File: src/rtl/casr_pkg.sv
// Shared definitions for the 11-bit hybrid rule 90/150 CASR: width, zero-state fix,
// checker states and the next-state function also used by the generator model.
package casr_pkg;

  localparam int CASR_W = 11;
  localparam logic [CASR_W-1:0] CASR_ZERO_FIX = 11'h001;

  typedef enum logic [1:0] {
    IDLE   = 2'd0,
    HUNT   = 2'd1,
    LOCKED = 2'd2
  } casr_state_e;

  // Rule 90 everywhere with null boundaries; the top cell adds itself (rule 150).
  function automatic logic [CASR_W-1:0] casr_next(input logic [CASR_W-1:0] s);
    logic [CASR_W-1:0] n;
    n = '0;
    if (s == '0) begin
      n = CASR_ZERO_FIX;
    end else begin
      n[0] = s[1];
      for (int k = 1; k < CASR_W - 1; k++) begin
        n[k] = s[k+1] ^ s[k-1];
      end
      n[CASR_W-1] = s[CASR_W-2] ^ s[CASR_W-1];
    end
    return n;
  endfunction

endpackage

File: src/rtl/casr_core.sv
// Local CASR copy for the checker: load a seed, advance one step, or hold.
module casr_core
  import casr_pkg::*;
(
  input  logic              clk,
  input  logic              rst_n,
  input  logic [CASR_W-1:0] seed,
  input  logic              load,
  input  logic              advance,
  output logic [CASR_W-1:0] state
);

  always_ff @(posedge clk or negedge rst_n) begin
    if (!rst_n) begin
      state <= '0;
    end else if (load) begin
      state <= seed;
    end else if (advance) begin
      state <= casr_next(state);
    end
  end

endmodule

File: config.mk
export PLATFORM = sky130hd
export DESIGN_NAME = casr_core
export DESIGN_NICKNAME = d
export VERILOG_FILES = /design/src/rtl/casr_pkg.sv /design/src/rtl/casr_core.sv
export SDC_FILE = /design/constraint.sdc
export NUM_CORES = 1
export LEC_CHECK = 0
export CAP_MARGIN = 25
export CORE_UTILIZATION = 41
export CTS_CLUSTER_SIZE = 8
export DETAILED_ROUTE_END_ITERATION = 8
export PLACE_DENSITY = 0.77
export SLEW_MARGIN = 10
export SYNTH_ARGS = -nofsm -noshare
export SYNTH_HDL_FRONTEND = slang
export SYNTH_SLANG_ARGS = --single-unit
File: constraint.sdc
create_clock -name clk -period 1.1 [get_ports clk]
set_clock_uncertainty 0.05 [all_clocks]
set_input_delay 0.165 -clock clk [delete_from_list [all_inputs] [get_ports clk]]
set_output_delay 0.165 -clock clk [all_outputs]
set_load 0.05 [all_outputs]
==> reports/results.tsv, run 1 <==
stage	metric	value	unit
grt	grt_pass1_vias	612	
floorplanning	fp.dieArea	1690	um^2
hold_path	hp-class	input pin to asynchronous set/reset pin	
critical_path	endpoint_kind	output port	
floorplanning	core_area	1370	um^2
clock_network	cts_buffer_depth	2	
critical_path	critPathKind	flip-flop to output port	
detailed_routing	drt_iter0_drc	8	
detailed_routing	avgRoutedWirePerCell	14.5	um
timing	slew_viol_final	0	
logic_synthesis	yosysMostFrequentCell	nand2_1	
final_layout	reg_top3	state (11)	
logic_synthesis	async_reset_ff_frac	1.00	
critical_path	slowest_stage	dfrtp_2	
timing	fin_ws	-0.0927	ns
timing	finalSetupViolations	13	
clock_network	cts_max_level	1	
logic_synthesis	synth_enable_flop_cells	0	
final_layout	largest-register	state	
final_layout	n_antenna_cell	0	
logic_synthesis	synth_fp_nets	77	
placed_design	placed_area	1070	um^2
placed_design	dpl.hpwl	1160	um
grt	antenna_found_initial	0	
final_layout	syn_to_final_growth	88.0	%
final_layout	fillCellCount	77	
timing	finalCritPeriodShare	1.08	
critical_path	crit_path_start_kind	flip-flop	
critical_path	cpPeakStageDelay	0.44	ns
logic_synthesis	synthTopCellsByArea	dfrtp_1 (44%), mux2i_1 (16%), xor2_1 (14%)	
grt	grt_max_degree	23	
clock_network	worstSkewPairLatency	0.28	ns
logic_synthesis	synthTopCellsByCount	nand2_1 (12), dfrtp_1 (11), mux2i_1 (10), o21ai_1 (10), xor2_1 (10)	
detailed_routing	drcViolationCount	0	
clock_network	clkSinkCount	11	
final_layout	fin_area	1180	um^2
power_and_ir_drop	cellPowerDensity	1490	nW/um^2
critical_path	worstPathCellList	buf_6 -> buf_12	
logic_synthesis	ys_seq_area_frac	0.439	
timing	rsz0062_at_grt	true	
final_layout	multiInputGateArea	333	um^2
logic_synthesis	synth.largest_area_cell	dfrtp_1	
floorplanning	ios	26	
job	maxCapViolCount	0	
placed_design	port_buffers	25	
floorplanning	rows	13	
detailed_routing	detail-route-antenna-nets	0	
grt	grt_pass1_wl	2610	um
timing	final.setup.tns	-0.539	ns
power_and_ir_drop	p_total	1.76	mW
placed_design	gp_congestion	0.728	
grt	grt_use_total	0.247	
clock_network	cts_root_buffer	clkbuf_4	
timing	max_freq	838	MHz
power_and_ir_drop	peakVddDrop	0.000927	V
logic_synthesis	ys_types	12	
final_layout	drive_above_1_share	0.413	
clock_network	clkTransAtPathRegs	0.08	ns
final_layout	seqCellArea	289	um^2
logic_synthesis	synth_top_area_share	0.439	
grt	grt-ovfl-total	0	
critical_path	cp.required	0.88	ns
clock_network	cts_tree	built	
final_layout	largest_reg_flops	11	
power_and_ir_drop	p_leak	0.537	nW
logic_synthesis	synth_cells	62	
floorplanning	start_util	0.459	
clock_network	cts-buffers-inserted	3	
critical_path	crit_fanout	4	
detailed_routing	vias	615	
critical_path	worst-r2r-cell-count	4	
logic_synthesis	synth-seq-cells	11	
timing	period_minus_slack	1.19	ns
clock_network	postCtsHoldBufs	0	
run_status	failed_checks	setup timing	
final_layout	final_core_util	0.863	
detailed_routing	drt_wl_total	1720	um
floorplanning	die_x	41.1	um
timing	hold_ws	0.139	ns
final_layout	nNetsFinal	120	
critical_path	cp.arrival	0.98	ns
timing	relSlewSlack	0.832	
timing	worst_pin_slew	0.250	ns
logic_synthesis	synthFlopType	dfrtp_1	
logic_synthesis	syn_area	627	um^2
floorplanning	fp.dieH	41.1	um
detailed_routing	via_per_inst	5.17	
run_status	outcome	finished with violations	
logic_synthesis	avgSynthCellArea	10.1	um^2
logic_synthesis	ys_warn_count	0	
detailed_routing	first_pass_iters	4	
timing	hold_viol_final	0	
-- cell families (layout without fill, tap and decap cells) --
| logic type | after synthesis | after routing | share of synthesized area |
|---|---|---|---|
| flops | 11 | 11 | 0.439 |
| compound gates | 11 | 11 | 0.0998 |
| buf+inv | 3 | 45 | 0.0339 |
| xor+xnor | 10 | 10 | 0.140 |
| mux | 11 | 11 | 0.178 |
| simple gates | 16 | 16 | 0.110 |
-- worst paths after layout --
check	from	to	slack [ns]
worst min-delay path	rst_n	state[1]	0.14
min in group clk	seed[10]	state[10]	0.37
worst max-delay path	state[0]	state[0]	-0.09
max in group asynchronous	rst_n	state[7]	0.69
worst min register to register	state[3]	state[3]	0.62
worst max register to register	state[7]	state[0]	-0.07
-- final cells by class --
class	instances	area share
tap	15	0.0159
sequential	11	0.245
clock buffer	4	0.0223
timing repair buffer	41	0.434
multi-input combinational	48	0.282
-- critical path, delay by kind of cell (launching register included) --
kind	cells	cell delay [ns]
flops	1	0.44
buf+inv	2	0.26
-- metrics by stage --
stage,instances,worst slack [ns]
2_1_floorplan,62,-0.0408
3_3_place_gp,108,-0.268
3_5_place_dp,108,-0.288
4_1_cts,118,-0.0927
5_1_grt,119,-0.122
6_report,119,-0.0927
-- cells in the final DEF, fill, tap and decap left out --
master | synthesis | final
clkdlybuf4s50_1 | 0 | 14
buf_12 | 0 | 12
nand2_1 | 12 | 11
dfrtp_2 | 0 | 11
xor2_1 | 10 | 10
mux2i_1 | 10 | 10
o21ai_1 | 10 | 10
buf_4 | 0 | 10
buf_6 | 1 | 5
clkbuf_4 | 0 | 3
nor4_1 | 2 | 2
mux2_1 | 1 | 1
nor3_1 | 1 | 1
nand4_1 | 1 | 1
o211ai_2 | 1 | 1
nand2_2 | 0 | 1
clkbuf_1 | 0 | 1
-- metal layers --
layer / GRT usage / vias to the layer above / share of wire
met2: 0.445 / 26 / 0.54
met1: 0.257 / 285 / 0.39
li1: - / 300 / -
met4: 0.113 / 0 / 0.015
met5: 0 / - / 0
met3: 0.0761 / 4 / 0.048
-- what timing repair did --
item,4_1_cts,5_1_grt
setup buffers,6,1
pin swaps,0,3
resized for setup,3,3
setup endpoints to repair,12,19
-- power breakdown --
part	total, mW	switching [mW]	internal (mW)
Sequential	0.580	0.106	0.474
Combinational	0.891	0.409	0.482
Clock	0.288	0.147	0.141
Total	1.76	0.661	1.10
(Power assumes the default switching activity.)
==> run 2, diff against run 1 <==
--- a/config.mk
+++ b/config.mk
@@ -7,7 +7,6 @@
 export LEC_CHECK = 0
 export CAP_MARGIN = 25
 export CORE_UTILIZATION = 41
-export CTS_CLUSTER_SIZE = 8
 export DETAILED_ROUTE_END_ITERATION = 8
 export PLACE_DENSITY = 0.77
 export SLEW_MARGIN = 10
==> results of run 2 <==
Same layout as run 1: the final DEF is identical, and so are final timing and power.
